===== src/rtl/ahb_traffic_master.sv =====
// ahb_traffic_master: AHB-Lite master that writes INCR bursts over an address window,
// reads them back, compares against the written pattern and flags bus errors.
module ahb_traffic_master #(
    parameter int HADDR_WIDTH = 32,
    parameter int DATA_WIDTH = 32,
    parameter int HPROT_WIDTH = 4,
    parameter logic [HADDR_WIDTH-1:0] BASE_ADDR = 'h4003_0000,
    parameter int ADDR_SPAN = 256,
    parameter int BURST_LEN = 4,
    parameter int NUM_BURSTS = 8
) (
    input  logic                    hclk,
    input  logic                    hresetn,
    input  logic                    start,
    input  logic [DATA_WIDTH-1:0]   seed,
    input  logic                    hready,
    input  logic [DATA_WIDTH-1:0]   hrdata,
    input  logic                    hresp,
    output logic [HADDR_WIDTH-1:0]  haddr,
    output logic [1:0]              htrans,
    output logic                    hwrite,
    output logic [2:0]              hsize,
    output logic [2:0]              hburst,
    output logic [HPROT_WIDTH-1:0]  hprot,
    output logic                    hmasterlock,
    output logic [DATA_WIDTH-1:0]   hwdata,
    output logic [DATA_WIDTH/8-1:0] hwstrb,
    output logic                    busy,
    output logic                    done,
    output logic                    err,
    output logic [15:0]             mismatch_cnt
);
    localparam int BPB = DATA_WIDTH / 8;
    localparam int OFFW = $clog2(ADDR_SPAN);
    localparam int BW = $clog2(BURST_LEN);
    localparam logic [1:0] HT_IDLE = 2'b00, HT_NONSEQ = 2'b10, HT_SEQ = 2'b11;

    typedef enum logic [1:0] {IDLE, WR, RD, DONE} state_t;

    state_t state, state_n;
    logic [BW-1:0] beat, beat_n;
    logic [31:0] burst_cnt, burst_cnt_n;
    logic [OFFW-1:0] off, off_n;
    logic [DATA_WIDTH-1:0] pat, pat_n, exp_d, exp_n, hwdata_n;
    logic [HADDR_WIDTH-1:0] haddr_n;
    logic [1:0] htrans_n;
    logic hwrite_n, dph, dph_n, dph_wr, dph_wr_n, abort, abort_n, err_n, more;
    logic [15:0] mcnt_n;

    assign hsize = 3'($clog2(BPB));
    assign hburst = (BURST_LEN == 4) ? 3'd3 : (BURST_LEN == 8) ? 3'd5 : 3'd7;
    assign hprot = HPROT_WIDTH'(4'b0011);
    assign hmasterlock = 1'b0;
    assign hwstrb = '1;

    always_comb begin
        state_n = state;
        beat_n = beat;
        burst_cnt_n = burst_cnt;
        off_n = off;
        pat_n = pat;
        exp_n = exp_d;
        hwdata_n = hwdata;
        haddr_n = haddr;
        htrans_n = htrans;
        hwrite_n = hwrite;
        dph_n = dph;
        dph_wr_n = dph_wr;
        abort_n = abort;
        err_n = err;
        mcnt_n = mismatch_cnt;
        more = (NUM_BURSTS == 0) ? start : (burst_cnt + 32'd1 < 32'(NUM_BURSTS));
        case (state)
            IDLE: if (start) begin
                state_n = WR;
                beat_n = '0;
                burst_cnt_n = '0;
                off_n = '0;
                pat_n = seed;
                haddr_n = BASE_ADDR;
                htrans_n = HT_NONSEQ;
                hwrite_n = 1'b1;
                abort_n = 1'b0;
                err_n = 1'b0;
                mcnt_n = '0;
            end
            WR, RD: if (abort) begin
                if (hready) begin
                    state_n = DONE;
                    dph_n = 1'b0;
                    abort_n = 1'b0;
                end
            end else if (dph && hresp && !hready) begin
                // first error cycle: cancel the pending address phase
                abort_n = 1'b1;
                err_n = 1'b1;
                htrans_n = HT_IDLE;
            end else if (hready) begin
                dph_n = 1'b0;
                if (dph && !dph_wr && !hresp && hrdata != exp_d && mismatch_cnt != '1)
                    mcnt_n = mismatch_cnt + 16'd1;
                if (htrans[1]) begin
                    dph_n = 1'b1;
                    dph_wr_n = hwrite;
                    exp_n = pat + DATA_WIDTH'(beat);
                    if (hwrite) hwdata_n = exp_n;
                    beat_n = beat + 1'b1;
                    if (beat != BW'(BURST_LEN - 1)) begin
                        htrans_n = HT_SEQ;
                        haddr_n = haddr + HADDR_WIDTH'(BPB);
                    end else if (state == WR) begin
                        state_n = RD;
                        htrans_n = HT_NONSEQ;
                        hwrite_n = 1'b0;
                        haddr_n = BASE_ADDR + HADDR_WIDTH'(off);
                    end else begin
                        burst_cnt_n = burst_cnt + 32'd1;
                        off_n = off + OFFW'(BURST_LEN * BPB);
                        pat_n = pat + DATA_WIDTH'(BURST_LEN);
                        haddr_n = BASE_ADDR + HADDR_WIDTH'(off_n);
                        htrans_n = more ? HT_NONSEQ : HT_IDLE;
                        hwrite_n = more;
                        state_n = more ? WR : RD;
                    end
                end else if (state == RD) begin
                    state_n = DONE;
                end
            end
            default: state_n = IDLE;
        endcase
    end

    always_ff @(posedge hclk or negedge hresetn) begin
        if (!hresetn) begin
            state <= IDLE;
            beat <= '0;
            burst_cnt <= '0;
            off <= '0;
            pat <= '0;
            exp_d <= '0;
            hwdata <= '0;
            haddr <= BASE_ADDR;
            htrans <= HT_IDLE;
            hwrite <= 1'b0;
            dph <= 1'b0;
            dph_wr <= 1'b0;
            abort <= 1'b0;
            err <= 1'b0;
            mismatch_cnt <= '0;
            busy <= 1'b0;
            done <= 1'b0;
        end else begin
            state <= state_n;
            beat <= beat_n;
            burst_cnt <= burst_cnt_n;
            off <= off_n;
            pat <= pat_n;
            exp_d <= exp_n;
            hwdata <= hwdata_n;
            haddr <= haddr_n;
            htrans <= htrans_n;
            hwrite <= hwrite_n;
            dph <= dph_n;
            dph_wr <= dph_wr_n;
            abort <= abort_n;
            err <= err_n;
            mismatch_cnt <= mcnt_n;
            busy <= (state_n == WR) || (state_n == RD);
            done <= state_n == DONE;
        end
    end
endmodule


===== config.mk =====
export PLATFORM = sky130hd
export DESIGN_NAME = ahb_traffic_master
export DESIGN_NICKNAME = d
export VERILOG_FILES = /design/src/rtl/ahb_traffic_master.sv
export SDC_FILE = /design/constraint.sdc
export NUM_CORES = 1
export LEC_CHECK = 0
export ABC_AREA = 1
export CORE_ASPECT_RATIO = 0.9
export CORE_MARGIN = 2
export CORE_UTILIZATION = 60
export CTS_CLUSTER_SIZE = 14
export DETAILED_ROUTE_END_ITERATION = 8
export PLACE_DENSITY_LB_ADDON = 0.25
export SYNTH_ARGS = -nofsm -noshare
export SYNTH_HDL_FRONTEND = slang
export SYNTH_SLANG_ARGS = --single-unit
export TNS_END_PERCENT = 5

===== constraint.sdc =====
create_clock -name hclk -period 5.95 [get_ports hclk]
set_clock_uncertainty 0.2 [all_clocks]
set_input_delay 1.19 -clock hclk [delete_from_list [all_inputs] [get_ports hclk]]
set_output_delay 1.19 -clock hclk [all_outputs]
set_load 0.01 [all_outputs]

; ---- After elaboration in Yosys (flattened, before gate mapping)
; Index checks and enable logic that the tools add are counted.
[classes]
add_sub_neg = 9
n_mux = 85
bitwise = 2
n_reduce_logical = 25
n_eq_ne = 21
n_lt_le_gt_ge = 1
[op_table]
columns = op, n
row1 = $mux 32, 21
row2 = $pmux 32 s2, 3
row3 = $mux 16, 5
row4 = $add 31x8->32 const A, 2
row5 = $add 32x3->32 const B, 2
row6 = $mux 8, 7
row7 = $mux 2, 23
row8 = $add 32x1->32 const B, 1
row9 = $add 32x2->32, 1
row10 = $lt 32x4->1 const B, 1
row11 = $ne 32x32->1, 1
row12 = $pmux 16 s2, 1
row13 = $ne 2x2->1 const B, 12
row14 = $mux 1, 18
row15 = $reduce_and 6->1, 3
row16 = $add 16x1->16 const B, 1
row17 = $ne 16x16->1 const B, 1
row18 = $pmux 8 s2, 1
row19 = $pmux 2 s2, 3
row20 = $reduce_and 4->1, 3
row21 = $reduce_and 5->1, 2
row22 = $add 8x5->8 const B, 1
row23 = $reduce_and 8->1, 1
row24 = $reduce_and 7->1, 1
row25 = other kinds (13), 28
[totals]
regBits = 197
elab_cells = 161
inputBits = 69
out_inout_bits = 101

; ---- Depth between registers and ports, before layout
[depth]
ltp_word = 12
ltp_mapped = 20
ltp_nobuf = 20

; ---- Worst setup path before layout
; Ideal clock, no wire load.
[synth_timing]
path_type = input port to flip-flop
start = input hready
end = register haddr[30]
setup_ns = 0.082
stages = 16
slack_ns = 3.108
required_time_ns = 5.668
t_arrival_ns = 2.560
path_cell_list = inv_2 > nand2_1 > nand2_1 > inv_2 > nand2_2 > nor2_4 > nand2_4 > inv_2 > buf_6 > nand4_4 > nor3_4 > nand2_2 > nor3_2 > nand2_1 > a21oi_1 > o21ai_1
[synth_between]
elab_chain_len = 4
elab_cells_between_ends = 5
classes_between = 2 x eq/ne / 3 x reduce/logical
[synth_rtl]
columns = item, line_no
row1 = from (decl), 16  ; input logic hready,
row2 = $logic_not 1->1, 93  ; end else if (dph && hresp && !hready) begin
row3 = $logic_and 1x1->1, 93
row4 = $ne 2x2->1 (no line), -
row5 = $reduce_and 6->1 (no line) *, -
row6 = to (signal assigned), 160  ; haddr <= haddr_n;
row7 = to (decl), 19  ; output logic [HADDR_WIDTH-1:0] haddr,
; Every way passes the cells marked *; elsewhere a longest branch is shown, timed or not.
; A chain may end at the register's enable or synchronous reset.

; ---- Worst setup path in the final report
[layout_timing]
start = register state[1]
end = register pat[17]
[layout_between]
elab_chain_len = 4
elab_cells_between_ends = 14
classes_between = 9 x eq/ne / 1 x mux / 4 x reduce/logical
[layout_rtl]
columns = item, line_no
row1 = from (decl), 40  ; state_t state, state_n;
row2 = from (signal assigned), 153  ; state <= state_n;
row3 = $eq 2x1->1 / $eq 2x2->1 (equally long branches), "73, 111"
row4 = $reduce_or 2->1, 73  ; case (state)
row5 = $ne 2x2->1 (no line) / $reduce_bool 2->1 (equally long branches), -
row6 = $reduce_and 8->1 (no line), -
row7 = to (signal assigned), 157  ; pat <= pat_n;
row8 = to (decl), 44  ; logic [DATA_WIDTH-1:0] pat, pat_n, exp_d, exp_n, hwdata_n;
; Several ways; a longest one is shown, not always the timed one.

==> impl_metrics.py <==
metrics = {
    "critical_path": {
        "cp.required_ps": 6110,
        "r2r_end": "pat[17]$_DFFE_PN0P_",
        "start_kind": "flip-flop",
        "crit_chain": "inv_1 -> ha_2 -> inv_2 -> o21ai_1 -> inv_1 -> nand2_4 -> nor2_4 -> inv_2 -> nor2_4 -> buf_4 -> o21ai_0 -> o22ai_1",
        "r2r_slack_ps": 1770,
        "cp.arrival_ps": 4340,
        "r2r-start": "state[1]$_DFF_PN0_",
        "crit_fanout": 50,
        "critPathKind": "reg -> reg",
        "reg2reg_depth": 12,
        "cp_slowest_cell": "inv_2",
        "cpPeakStageDelay_ps": 640,
        "endpoint_kind": "flip-flop",
    },
    "sta": {
        "slew_violations": 0,
        "fmax_ghz": 0.2392,
        "period_minus_slack_ps": 4180,
        "max-slew-margin-rel": 0.2602,
        "hold_viol_final": 0,
        "setup_viol": 0,
        "fin_crit_sh": 0.7026,
        "rsz0062_at_grt": "no",
        "setup_tns_ps": 0,
        "worst_pin_slew_ps": 1109,
    },
    "synth": {
        "yosysTopAreaCell": "dfrtp_1",
        "synth.area.top_cells": "dfrtp_1 41%, nand2_1 15%, inv_1 4.9%, xor2_1 4.7%, o21ai_0 4.6%",
        "synth.avg_cell_area_um2": 7.462,
        "async_reset_ff_frac": 1.000,
        "yosysMostFrequentCell": "nand2_1",
        "synth_cell_types": 50,
        "yosysSeqAreaShare": 0.4176,
        "syn-cell-area_mm2": 0.01151,
        "yosysTopAreaCellShare": 0.4108,
        "synthTopCellsByCount": "471 x nand2_1, 189 x dfrtp_1, 151 x inv_1, 122 x nor2_1, 106 x o21ai_0",
        "synth_edf_count": 0,
        "yosys_warnings": 0,
        "synth-main-ff-cell": "dfrtp_1",
        "ys_ff_latch": 192,
        "synth_cells": 1543,
    },
    "cts": {
        "ctsResizeCount": 0,
        "cts_max_level": 4,
        "cts_tree": "done",
        "clk_pin_slew_ps": 70,
        "cts_made_buffers": 17,
        "cts_max_path_buffers": 2,
        "cts_setup_buffers": 0,
        "hold_buffers": 0,
        "clock_latency_ps": 440,
        "cts_root_buf": "clkbuf_16",
        "clock-sinks": 192,
    },
    "finish": {
        "area_growth_pct": 19.75,
        "final_util": 0.7265,
        "diodes": 0,
        "n_fill_cell": 1463,
        "drive_above_1_share": 0.06343,
        "nets": 1758,
    },
    "global_routing": {
        "grt_overflow": 0,
        "grt_pass1_vias": 10470,
        "grt_use_total": 0.3162,
        "grt_pass1_wl_um": 51370,
        "antenna_found_initial": 0,
        "grt_max_degree": 120,
    },
    "drt": {
        "drc_errors": 0,
        "vias": 10900,
        "drt.antenna.violating_nets": 0,
        "drt-initial-drc-count": 841,
        "wl_per_cell_um": 16.17,
        "vias_per_cell": 5.629,
        "drt_pass1_iterations": 6,
        "wirelength_um": 31320,
    },
    "die": {
        "chipWidth_um": 150.0,
        "num_io_pins": 170,
        "row_count": 48,
        "core_area_mm2": 0.01898,
        "initial_core_util": 0.6067,
        "die-area_mm2": 0.02032,
        "die_h_um": 135.4,
    },
    "job": {
        "maxCapViolCount": 0,
    },
    "placed_design": {
        "gp_congestion": 0.9491,
        "hpwlAfterDp_um": 22430,
        "numPortBuffers": 154,
    },
    "pwr": {
        "power_density_mw_per_mm2": 482.9,
        "vdd_ir_drop_max_uv": 292.5,
        "p_leak_uw": 0.006196,
    },
    "hold_path": {
        "hp-start": "hwdata[28]$_DFFE_PN0P_",
        "whs_endpoint": "hwdata[28]$_DFFE_PN0P_",
        "whs_path_depth": 2,
        "min-delay-path-class": "reg -> reg",
    },
    "status": {
        "status": "complete, no violations",
    },
}
==> worst max path at each step <==
stage                            start                     to  slack, ps  cells past startpoint
floorplan                       hready  haddr[30]$_DFFE_PN1P_       3110                     16
global placement                 start    pat[20]$_DFFE_PN0P_       1730                     15
detailed placement              hready    pat[24]$_DFFE_PN0P_       1580                     12
CTS                 state[1]$_DFF_PN0_    pat[24]$_DFFE_PN0P_       1800                     12
global route        state[1]$_DFF_PN0_    pat[24]$_DFFE_PN0P_       1360                     12
finish              state[1]$_DFF_PN0_    pat[17]$_DFFE_PN0P_       1770                     12
==> critical path, delay by kind of cell, from the launching register on <==
family,cells,cell delay (ps)
buf+inv,5,1590
compound gates,3,560
simple gates,3,980
fa+ha+maj,1,310
flops,1,430
==> per-stage QoR <==
stage / cell area [um^2] / setup WS, ps / std cells / power (uW) / hold WS, ps
floorplan: 11560 / 3108 / 1556 / 4336 / 242.9
global placement: 13170 / 1727 / 1905 / 5269 / 261.6
detailed placement: 13170 / 1581 / 1905 / 5367 / 266.2
CTS: 13790 / 1802 / 1937 / 6619 / 289.8
global route: 13790 / 1358 / 1937 / 7147 / 308.8
finish: 13790 / 1770 / 1937 / 6657 / 284.7
==> placed cells by master (no fill, tap or decap), types with 4 or more instances in the layout <==
cell type        Yosys  routed
buf_4               17       7
o41ai_1              6       6
dfrtp_1            189     189
nor2_2              10      10
nand2_1            471     471
inv_6                0       4
nand3_1             67      67
nor4_1              11      11
inv_2               12      12
clkdlybuf4s50_1      0     153
nand2_2              9       9
xor2_1              62      62
o21ai_1              8       8
nand4_1             27      27
o21ai_0            106     106
clkbuf_16            0      17
xnor2_1             34      34
a31oi_1              6       6
nor3_2               5       5
nor3_1              39      39
a22oi_1              6       6
o211ai_1             7       7
inv_1              151     151
conb_1               2      15
nor2_4               6       7
a211oi_1             4       4
ha_1                14      13
or2_2               12      12
nor2_1             122     121
a21oi_1             36      36
o22ai_1             31      31
==> where the power goes <==
group / internal (uW) / total [uW] / switching, uW
combinational: 1120 / 3160 / 2040
clock: 686 / 1220 / 533
sequential: 1800 / 2280 / 482
total: 3600 / 6660 / 3060
==> routing by layer <==
metal	wire length [um]	GRT usage	vias up	part of all wire
met5	0	0	-	0
met4	785	0.1169	0	0.025
met3	2249	0.04815	59	0.072
met2	14690	0.5033	443	0.47
met1	13600	0.4412	5157	0.43
li1	-	-	5245	-
==> final cells by class <==
type,instances,area [um^2],share of cell area
Clock buffer,20,446.7,0.03240
Clock inverter,12,172.7,0.01252
Inverter,163,611.8,0.04438
Multi-Input combinational cell,1139,5837,0.4234
Sequential cell,192,4808,0.3488
Tap cell,250,312.8,0.02269
Timing Repair Buffer,161,1598,0.1159
==> flip-flops by register name (all words and copies together) (netlist names), 2 cells and up <==
name / cells
mismatch_cnt: 16
pat: 32
haddr: 31
exp_d: 32
beat: 2
burst_cnt: 32
hwdata: 32
state: 2
off: 4
htrans: 2
==> kinds of logic after synthesis <==
group	after synthesis	share of synthesized area
compound gates	220	0.1081
buf+inv	225	0.08053
flops	192	0.4176
other cells	2	0.0006523
xor+xnor	96	0.07303
simple gates	793	0.3031
fa+ha+maj	15	0.01695
No activity file was read; power rests on OpenSTA's default activity.
